--- config.mk ---
export PLATFORM = sky130hd
export DESIGN_NAME = data_bus_ctrl
export DESIGN_NICKNAME = d
export VERILOG_FILES = /design/src/rtl/data_bus_ctrl.sv
export SDC_FILE = /design/constraint.sdc
export NUM_CORES = 1
export LEC_CHECK = 0
export ABC_AREA = 1
export BUFFER_PORTS_ARGS = -buffer_cell sky130_fd_sc_hd__buf_2
export CORE_ASPECT_RATIO = 1.4
export CORE_UTILIZATION = 49
export DETAILED_ROUTE_END_ITERATION = 8
export PLACE_DENSITY = 0.8
export SLEW_MARGIN = 40
export SYNTH_ARGS = -nofsm -noshare
export SYNTH_HDL_FRONTEND = slang
export SYNTH_SLANG_ARGS = --single-unit
--- constraint.sdc ---
create_clock -name clk -period 6.96 [get_ports clk]
set_input_delay 0.348 -clock clk [delete_from_list [all_inputs] [get_ports clk]]
set_output_delay 0.348 -clock clk [all_outputs]
set_load 0.01 [all_outputs]
--- src/rtl/data_bus_ctrl.sv ---
// Data-side bus controller: routes CPU loads/stores to a synchronous RAM or to
// on-block I/O (LED/switch port, reload timer) and returns a one-cycle ready pulse.
module data_bus_ctrl #(
    parameter int RAM_AW = 10
) (
    input  logic              clk,
    input  logic              reset,
    input  logic              mem_rd,
    input  logic              mem_wr,
    input  logic [31:0]       mem_addr,
    input  logic [31:0]       mem_wdata,
    output logic [31:0]       mem_rdata,
    output logic              mem_ready,
    output logic [RAM_AW-1:0] ram_addr,
    output logic              ram_we,
    output logic [31:0]       ram_wdata,
    input  logic [31:0]       ram_rdata,
    input  logic [15:0]       sw_in,
    output logic [15:0]       led_out,
    output logic              timer_irq
);

    typedef enum logic [1:0] {
        IDLE,
        RD_WAIT,
        RD_DONE,
        WR_DONE
    } state_t;

    localparam logic [13:0] OFF_LED   = 14'h0000;
    localparam logic [13:0] OFF_SW    = 14'h0001;
    localparam logic [13:0] OFF_TLOAD = 14'h0002;
    localparam logic [13:0] OFF_TCTRL = 14'h0003;

    state_t              state_q;
    logic                capIo_q;
    logic [13:0]         capOff_q;
    logic [RAM_AW-1:0]   capWord_q;
    logic [31:0]         wdata_q;
    logic [31:0]         rdata_q;
    logic                ready_q;
    logic                we_q;

    logic [15:0]         led_q,    led_d;
    logic [31:0]         count_q,  count_d;
    logic [31:0]         reload_q, reload_d;
    logic                enable_q, enable_d;
    logic                irq_q,    irq_d;

    logic                reqIo;
    logic [31:0]         ioRdVal;
    logic                ioWr;
    logic                expire;
    logic                unusedAddrBits;

    assign reqIo          = (mem_addr[31:16] == 16'hFFFF);
    assign unusedAddrBits = ^mem_addr[1:0];

    assign mem_rdata = rdata_q;
    assign mem_ready = ready_q;
    assign ram_we    = we_q;
    assign ram_wdata = wdata_q;
    assign led_out   = led_q;
    assign timer_irq = irq_q;

    // The RAM sees the live request address while idle so a read can start in its request cycle.
    always_comb begin
        ram_addr = '0;
        if (reset) begin
            ram_addr = '0;
        end else if (state_q == IDLE) begin
            ram_addr = mem_addr[RAM_AW+1:2];
        end else begin
            ram_addr = capWord_q;
        end
    end

    always_comb begin
        ioRdVal = 32'h0;
        case (mem_addr[15:2])
            OFF_LED:   ioRdVal = {16'h0, led_q};
            OFF_SW:    ioRdVal = {16'h0, sw_in};
            OFF_TLOAD: ioRdVal = count_q;
            OFF_TCTRL: ioRdVal = {30'h0, irq_q, enable_q};
            default:   ioRdVal = 32'h0;
        endcase
    end

    // I/O registers commit on the edge leaving WR_DONE; software writes beat the timer's own update.
    assign ioWr   = (state_q == WR_DONE) && capIo_q;
    assign expire = enable_q && (count_q == 32'd1);

    always_comb begin
        led_d    = led_q;
        count_d  = count_q;
        reload_d = reload_q;
        enable_d = enable_q;
        irq_d    = irq_q;

        if (expire) begin
            count_d = reload_q;
        end else if (enable_q && (count_q != 32'd0)) begin
            count_d = count_q - 32'd1;
        end

        if (ioWr && (capOff_q == OFF_TCTRL) && wdata_q[1]) begin
            irq_d = 1'b0;
        end
        if (expire) begin
            irq_d = 1'b1;
        end

        if (ioWr) begin
            case (capOff_q)
                OFF_LED:   led_d = wdata_q[15:0];
                OFF_TLOAD: begin
                    count_d  = wdata_q;
                    reload_d = wdata_q;
                end
                OFF_TCTRL: enable_d = wdata_q[0];
                default:   ;
            endcase
        end
    end

    always_ff @(posedge clk or posedge reset) begin
        if (reset) begin
            led_q    <= '0;
            count_q  <= '0;
            reload_q <= '0;
            enable_q <= 1'b0;
            irq_q    <= 1'b0;
        end else begin
            led_q    <= led_d;
            count_q  <= count_d;
            reload_q <= reload_d;
            enable_q <= enable_d;
            irq_q    <= irq_d;
        end
    end

    // Access FSM; a write wins over a simultaneous read and leaves mem_rdata untouched.
    always_ff @(posedge clk or posedge reset) begin
        if (reset) begin
            state_q   <= IDLE;
            capIo_q   <= 1'b0;
            capOff_q  <= '0;
            capWord_q <= '0;
            wdata_q   <= '0;
            rdata_q   <= '0;
            ready_q   <= 1'b0;
            we_q      <= 1'b0;
        end else begin
            case (state_q)
                IDLE: begin
                    ready_q <= 1'b0;
                    we_q    <= 1'b0;
                    if (mem_wr) begin
                        capIo_q   <= reqIo;
                        capOff_q  <= mem_addr[15:2];
                        capWord_q <= mem_addr[RAM_AW+1:2];
                        wdata_q   <= mem_wdata;
                        we_q      <= !reqIo;
                        ready_q   <= 1'b1;
                        state_q   <= WR_DONE;
                    end else if (mem_rd) begin
                        capIo_q   <= reqIo;
                        capOff_q  <= mem_addr[15:2];
                        capWord_q <= mem_addr[RAM_AW+1:2];
                        if (reqIo) begin
                            rdata_q <= ioRdVal;
                            ready_q <= 1'b1;
                            state_q <= RD_DONE;
                        end else begin
                            state_q <= RD_WAIT;
                        end
                    end
                end
                RD_WAIT: begin
                    rdata_q <= ram_rdata;
                    ready_q <= 1'b1;
                    state_q <= RD_DONE;
                end
                RD_DONE, WR_DONE: begin
                    ready_q <= 1'b0;
                    we_q    <= 1'b0;
                    state_q <= IDLE;
                end
                default: begin
                    ready_q <= 1'b0;
                    we_q    <= 1'b0;
                    state_q <= IDLE;
                end
            endcase
        end
    end

endmodule

== Word-level counts from Yosys, hierarchy flattened ==
Cells that the tools add are included.
Word-level totals
  register bits after elaboration: 175
  input bits: 116
  output and inout bits: 93
  logic and storage cells: 78
Cells by class
  add/subtract/negate cells: 1
  equal/unequal tests: 14
  muxes and demuxes: 29
  reductions and logical operators: 21
Operators by type and width (count)
  2-to-1 mux 32 bit: 7
  case mux 32 bit (4 select lines): 1
  case mux 32 bit (2 select lines): 1
  equality test 14 x 2 -> 1 bit, second input constant: 4
  2-to-1 mux 10 bit: 4
  equality test 32 x 1 -> 1 bit, second input constant: 1
  nonzero test 32 bit: 1
  subtractor 32 x 1 -> 32 bit, second input constant: 1
  zero test 14 bit: 2
  2-to-1 mux 14 bit: 2
  equality test 16 bit, second input constant: 1
  equality test 14 x 1 -> 1 bit, second input constant: 1
  AND reduction 2 bit: 5
  2-to-1 mux 1 bit: 8
  nonzero test 2 bit: 4
  2-to-1 mux 2 bit: 3
  != test 2 bit, second input constant: 3
  case mux 2 bit (3 select lines): 1
  logical AND 1 bit: 5
  equality test 2 bit, second input constant: 2
  AND reduction 4 bit: 1
  != test 3 bit, second input constant: 1
  case mux 1 bit (3 select lines): 1
  equality test 2 x 1 -> 1 bit, second input constant: 1
  4 further kinds: 4

== Logic depth before layout (Yosys ltp) ==
Gate-level depths: netlist (run 1).
  depth in word-level cells: 6
  gate-level depth with buffers: 14

== Worst setup path before layout (run 1) ==
Ideal clock, no wire load.
  kind: input -> output
  start: in reset
  end: out ram_addr[0]
  arrival: 6.276 ns
  data required time: 6.612 ns
  setup slack: 0.336 ns
  cell stages on the path: 4
  buffers on the path: 1
  path through: inv_1 clkbuf_1 o21ai_0 a21oi_1
Between the ends
  cells in the longest elaborated chain, start to end: 1
RTL lines
  start, declared: line 7  | input logic reset,
  2-to-1 mux 10 bit: line 69  | if (reset) begin
  end, declared: line 14  | output logic [RAM_AW-1:0] ram_addr,
Every way passes these cells.

== Final worst setup path (run 1) ==
  start: in reset
  end: out ram_addr[3]
Same word-level chain as after synthesis.

==> summary.md, run 1 <==
| Metric | Value |
|---|---|
| Run status | `finished, final reports clean` |
| # H-tree levels | `4` |
| Syn Area/Cell | `7.47 µm²` |
| Yosys warns | `0` |
| CP Capture Type | `output port` |
| Pleak | `5.83 nW` |
| CTS resizes | `0` |
| Mapped Area | `0.00888 mm²` |
| Seq/Total Area, Yosys | `46.5%` |
| Hold Startpoint | `ram_rdata[8]` |
| Power Total | `3.19 mW` |
| Final Cycle Share | `43.4%` |
| Worst Setup SP | `reset` |
| Worst r2r src | `count_q[0]` |
| Largest net degree at the start of global routing | `113` |
| Clock transition at path regs | `60 ps` |
| DRC viols | `0` |
| Worst Max-Slew Pin Slew | `792 ps` |
| Worst setup path class | `input pin to output port` |
| I/O pin count | `209` |
| Post-synth cell types | `38` |
| GRT Total Usage | `28.2%` |
| Maximum vdd drop | `143 µV` |
| Initial antenna violation count | `1` |
| Initial core utilization | `50.6%` |
| Critical-path cell list | `dlygate4sd3_1, buf_2, inv_8, buf_16, buf_6, o21ai_0, a21oi_1, buf_2` |
| Drt pass-1 iters | `5` |
| Top cell type's share of synthesized area | `46.5%` |
| Power density over the cells | `300 mW/mm²` |
| Die area | `0.0187 mm²` |
| Slew Viols, Final | `0` |
| Max Cap Violations | `0` |
| Instance count of the mapped netlist | `1188` |
| Hold slack | `139 ps` |
| Post-DP HPWL | `18800 µm` |
| Remaining antenna violation count | `0` |
| CP Max Fanout | `80` |
| Commonest non-fill, non-tap cells in the layout | `nand2_1, buf_2, nand3_1` |
| Fin crit period | `3020 ps` |
| Clock skew | `10.6 ps` |
| Global-route wire length before repair | `40600 µm` |
| Share of layout cells above drive strength 1 | `21.7%` |
| Setup TNS Final | `0 ps` |
| Nets | `1490` |
| Total number of vias | `8664` |
| CTS tree | `built` |
| TritonCTS Sinks | `165` |
| # rows | `57` |
| Largest cells by area after synthesis | `dfrtp_1, nand2_1, nand3_1` |
| GPL Wtd Cong | `0.961` |
| Vias in the first global route | `8136` |
| Final setup viols | `0` |
| CTS Root Cell | `clkbuf_16` |
| Hold Path Class | `input pin to flop` |
| Initial detailed-routing violation count | `848` |
| Relative slew margins | `47.0%` |
| Cell taking the most area after synthesis | `dfrtp_1` |
| Clock buffer depth | `2` |
| CP required | `6610 ps` |
| Worst setup SP type | `input pin` |
| RSZ-0062 raised after global routing | `no` |
| Fmax | `331 MHz` |
| Core area | `0.0175 mm²` |
| Area grow syn2layout | `19.6%` |
| Syn Nets | `1306` |
| Most common cell after layout, fill and taps aside | `nand2_1` |
| Die Y | `161 µm` |
| Routed WL | `25200 µm` |
| CP peak stage delay | `540 ps` |
| Yosys reg bits | `165` |
| Die W | `116 µm` |
| Via density | `5.35` |
| Critical path's slowest cell | `dlygate4sd3_1` |
| IO Port Bufs | `206` |
| GRT Residual Overflow | `0` |
| WL per Instance | `15.5 µm` |
| Number of CTS-inserted buffers | `17` |
| Final-report hold violation count | `0` |
| Worst-Skew Late Latency | `440 ps` |
| CP most frequent cell | `buf_2` |
| WP data arrival | `2670 ps` |
==> layout make-up <==
type	instances	area, µm²
antenna	1	2.50
fill	1613	6930
tap	236	295
clock buffer	22	464
sequential	165	4130
inverter	82	317
clock inverter	8	77.6
timing repair buffer	218	1150
multi-input combinational	888	4180
==> worst max-delay path: cells and delay by family <==
kind                   cells  cell delay [ps]
AO/OA/AOI/OAI              2              310
buffers and inverters      6             1910
==> cell usage after synthesis, drive strengths merged <==
cell and n:
nor4 2, nand3b 2, nor2 113, inv 81, o211ai 7, nor3 8, mux2 16, clkinv 1
or2 2, nor3b 1, xor2 9, nand2 425, o21ai 57, nand4 18, ha 2, clkbuf 22
o31ai 9, xnor2 5, dfrtp 165, a21oi 27, nand3 183, o21bai 2, buf 31
==> report_power, final <==
group	leakage [nW]	total, mW	internal, mW	switching, mW
clock	0.262	0.884	0.506	0.378
combinational	3.42	0.939	0.375	0.564
sequential	2.15	1.37	1.19	0.174
total	5.83	3.19	2.07	1.12
==> metrics by stage <==
| step | area [µm²] | setup WS [ps] | utilization (%) | std cells |
|---|---|---|---|---|
| 2_1_floorplan | 8880 | 3270 | - | 1188 |
| 3_3_place_gp | 9990 | 4100 | 57.0 | 1585 |
| 3_5_place_dp | 10000 | 4230 | 57.2 | 1587 |
| 4_1_cts | 10600 | 4240 | 60.3 | 1617 |
| 5_1_grt | 10600 | 3680 | 60.5 | 1620 |
| 6_report | 10600 | 3940 | 60.5 | 1620 |
==> logic make-up after synthesis <==
family / count (synthesis) / share of synthesized area (%)
buffers and inverters: 135 / 6.63
AOI/OAI and AO/OA: 102 / 6.39
DFF: 165 / 46.5
muxes: 16 / 2.03
xor gates and xnor gates: 14 / 1.38
and+or+nand+nor: 754 / 36.8
adders and majority gates: 2 / 0.282
==> flip-flops by register name, indices dropped and copies added (netlist names), 2 cells and up <==
register   count
mem_rdata     32
led_out       16
count_q       32
reload_q      32
ram_wdata     32
state_q        2
capOff_q      14
==> routing by layer <==
| layer | share of wire, % | up-vias | GRT usage [%] |
|---|---|---|---|
| li1 | - | 4223 | - |
| met1 | 41 | 4031 | 36.3 |
| met2 | 48 | 338 | 44.7 |
| met3 | 6.2 | 72 | 5.10 |
| met4 | 4.5 | 0 | 15.2 |
| met5 | 0 | - | 0 |
==> worst paths after layout <==
kind	slack, ps	end	depth (start not counted)
worst min register to register	470	reload_q[18]	2
worst max-delay path	3940	ram_addr[3]	8
max in group asynchronous	5270	mem_ready	5
min in group asynchronous	410	capOff_q[9]	3
worst max register to register	4410	count_q[20]	13
worst min-delay path	140	mem_rdata[8]	3
==> repair_timing <==
| action | 4_1_cts | 5_1_grt |
|---|---|---|
| hold buffers | 0 | 1 |
| hold endpoints to repair | 0 | 23 |
| setup buffers | 0 | 0 |
Power figures use the tool's default switching activity.
==> run 2, diff against run 1 <==
Clock period 6.96 ns to 2.6 ns, I/O delays scaled along.
==> run 2 against run 1 <==
  * Setup slack got worse by 3500 ps
  * Global-route usage grew 2.7 points
  * Non-clock buffer count rose by 82
  * Design area is 7.2% higher
  * Die area unchanged
  * Clock power grew to 2.7 times the previous value
  * Largest power group unchanged
  * Highest routed layer unchanged
==> summary.md, run 2 (synthesis results as in run 1) <==
| Metric | Value |
|---|---|
| Worst Max-Slew Pin Slew | `618 ps (-174 ps)` |
| Hold slack | `2.67 ps (-137 ps)` |
| Max Cap Violations | `0 (unchanged)` |
| Fmax | `470 MHz` |
| RSZ-0062 raised after global routing | `no` |
| Die Y | `161 µm (unchanged)` |
| GRT Residual Overflow | `0 (unchanged)` |
| Die W | `116 µm (unchanged)` |
| Nets | `1572 (+5.5%)` |
| Fillcell total | `1508 (-6.5%)` |
| Slew Viols, Final | `0 (unchanged)` |
| Final-report hold violation count | `0 (unchanged)` |
| Clock buffer depth | `2 (unchanged)` |
| Largest net degree at the start of global routing | `99 (-12%)` |
| Clock transition at path regs | `60 ps (about the same)` |
| CTS tree | `built` |
| WP data arrival | `2450 ps (-220 ps)` |
| Die area | `0.0187 mm² (unchanged)` |
| Commonest non-fill, non-tap cells in the layout | `nand2_1, buf_2, nand3_1` |
| Number of CTS-inserted buffers | `17 (unchanged)` |
| Clock skew | `13.5 ps (+2.85 ps)` |
| Fin util | `64.9% (+4.4 points)` |
| GPL Wtd Cong | `0.943 (-1.8%)` |
| Setup TNS Final | `0 ps (unchanged)` |
| Most common cell after layout, fill and taps aside | `nand2_1` |
| Initial detailed-routing violation count | `759 (-10%)` |
| # rows | `57 (unchanged)` |
| Placement Cell Area | `0.0102 mm² (+1.4%)` |
| Worst-Skew Late Latency | `440 ps (about the same)` |
| Routed WL | `27600 µm (+9.6%)` |
| Post-CTS Setup Inserts | `0 (unchanged)` |
| TritonCTS Sinks | `165 (unchanged)` |
| Area grow syn2layout | `28.2%` |
| Final Cell Area | `0.0114 mm² (+7.2%)` |
| Share of layout cells above drive strength 1 | `21.7% (+0.053 points)` |
| Via density | `5.31 (-0.77%)` |
| Vias in the first global route | `8903 (+9.4%)` |
| Power density over the cells | `762 mW/mm² (+150%)` |
| Worst setup SP type | `flop` |
| Final setup viols | `0 (unchanged)` |
| Core area | `0.0175 mm² (unchanged)` |
| Inserted Diodes | `0 (-1)` |
| # H-tree levels | `4 (unchanged)` |
| Fin crit period | `2130 ps` |
| Global-route wire length before repair | `44400 µm (+9.4%)` |
| CP Max Fanout | `5 (-94%)` |
| Hold Path Class | `input pin to flop` |
| CP required | `2930 ps (-3680 ps)` |
| Drt pass-1 iters | `5 (unchanged)` |
| I/O pin count | `209 (unchanged)` |
| Pleak | `6.19 nW (+6.1%)` |
| Power Total | `8.67 mW (+170%)` |
| Final Cycle Share | `81.8%` |
| CTS Root Cell | `clkbuf_16` |
| Initial antenna violation count | `0 (-1)` |
| Post-DP HPWL | `19800 µm (+5.5%)` |
| Area of the multi-input gates | `0.00416 mm² (-0.36%)` |
| Remaining antenna violation count | `0 (unchanged)` |
| GRT Total Usage | `30.9% (+2.7 points)` |
| Worst setup path class | `flop to flop` |
| Total number of vias | `9038 (+4.3%)` |
| DRC viols | `0 (unchanged)` |
| Sequential cell area | `0.00413 mm² (unchanged)` |
| Maximum vdd drop | `464 µV (+220%)` |
| Initial core utilization | `50.6% (unchanged)` |
| CP Capture Type | `flop` |
| WL per Instance | `16.2 µm (+4.3%)` |
| IO Port Bufs | `206 (unchanged)` |
| Relative slew margins | `58.7% (+12 points)` |
| Run status | `finished, final reports clean` |
## run 2: cell count changes in the layout (fill, tap and decap cells not counted), sizes merged
cell	delta
bufinv	-1
clkinv	+3
dlygate4sd3	+65
diode	-1
buf	+17
## run 2: per-stage QoR
step / setup slack (ps) / std cells
after global placement: 559 / 1605
after global routing: 294 / 1703
after floorplan: 429 / 1188
final: 474 / 1703
after CTS: 511 / 1703
after detailed placement: 530 / 1605
## run 2: final cells by class
cell class              count  share of cell area (%)
clock buffers              22                    4.17
clock inverters            10                   0.649
inverters                  82                    2.76
multi-input cells         888                    36.6
flip-flops and latches    165                    36.3
well taps                 236                    2.59
repair buffers            300                    17.0
## run 2: path summary, 6_finish.rpt
kind                               start             to  slack (ps)  depth (start not counted)
setup / recovery              count_q[0]    count_q[26]         470                         11
hold / removal             ram_rdata[14]  mem_rdata[14]           3                          5
setup reg to reg              count_q[0]    count_q[26]         470                         11
hold reg to reg              reload_q[1]    reload_q[1]         480                          2
max in group asynchronous          reset  ram_wdata[30]        1680                          4
min in group asynchronous          reset    capOff_q[9]         150                          3
## run 2: routing by layer
layer	vias up	routed length [µm]	GRT usage, %
met3	69	1860	5.89
li1	4379	-	-
met4	0	1090	15.3
met5	-	0	0
met2	367	13400	51.1
met1	4223	11200	38.4
## run 2: critical path: stages (launching register included)
cell and delay, ps:
dfrtp_1 410, inv_1 100, ha_1 260, nand2_2 120, nor2_1 340, nand2_1 250
o21ai_0 230, nand2_1 70, nand2_1 60, nand3_1 70, nand2_1 70, nand2_1 40
## run 2: where the power goes
part / internal [mW] / switching, mW
Combinational: 1.08 / 1.56
Clock: 1.30 / 1.07
Sequential: 3.19 / 0.467
Total: 5.57 / 3.10
## run 2: what timing repair did
item,in CTS,in global routing
hold buffers,66,0
endpoints found under the hold margin,169,0
resized for setup,0,0
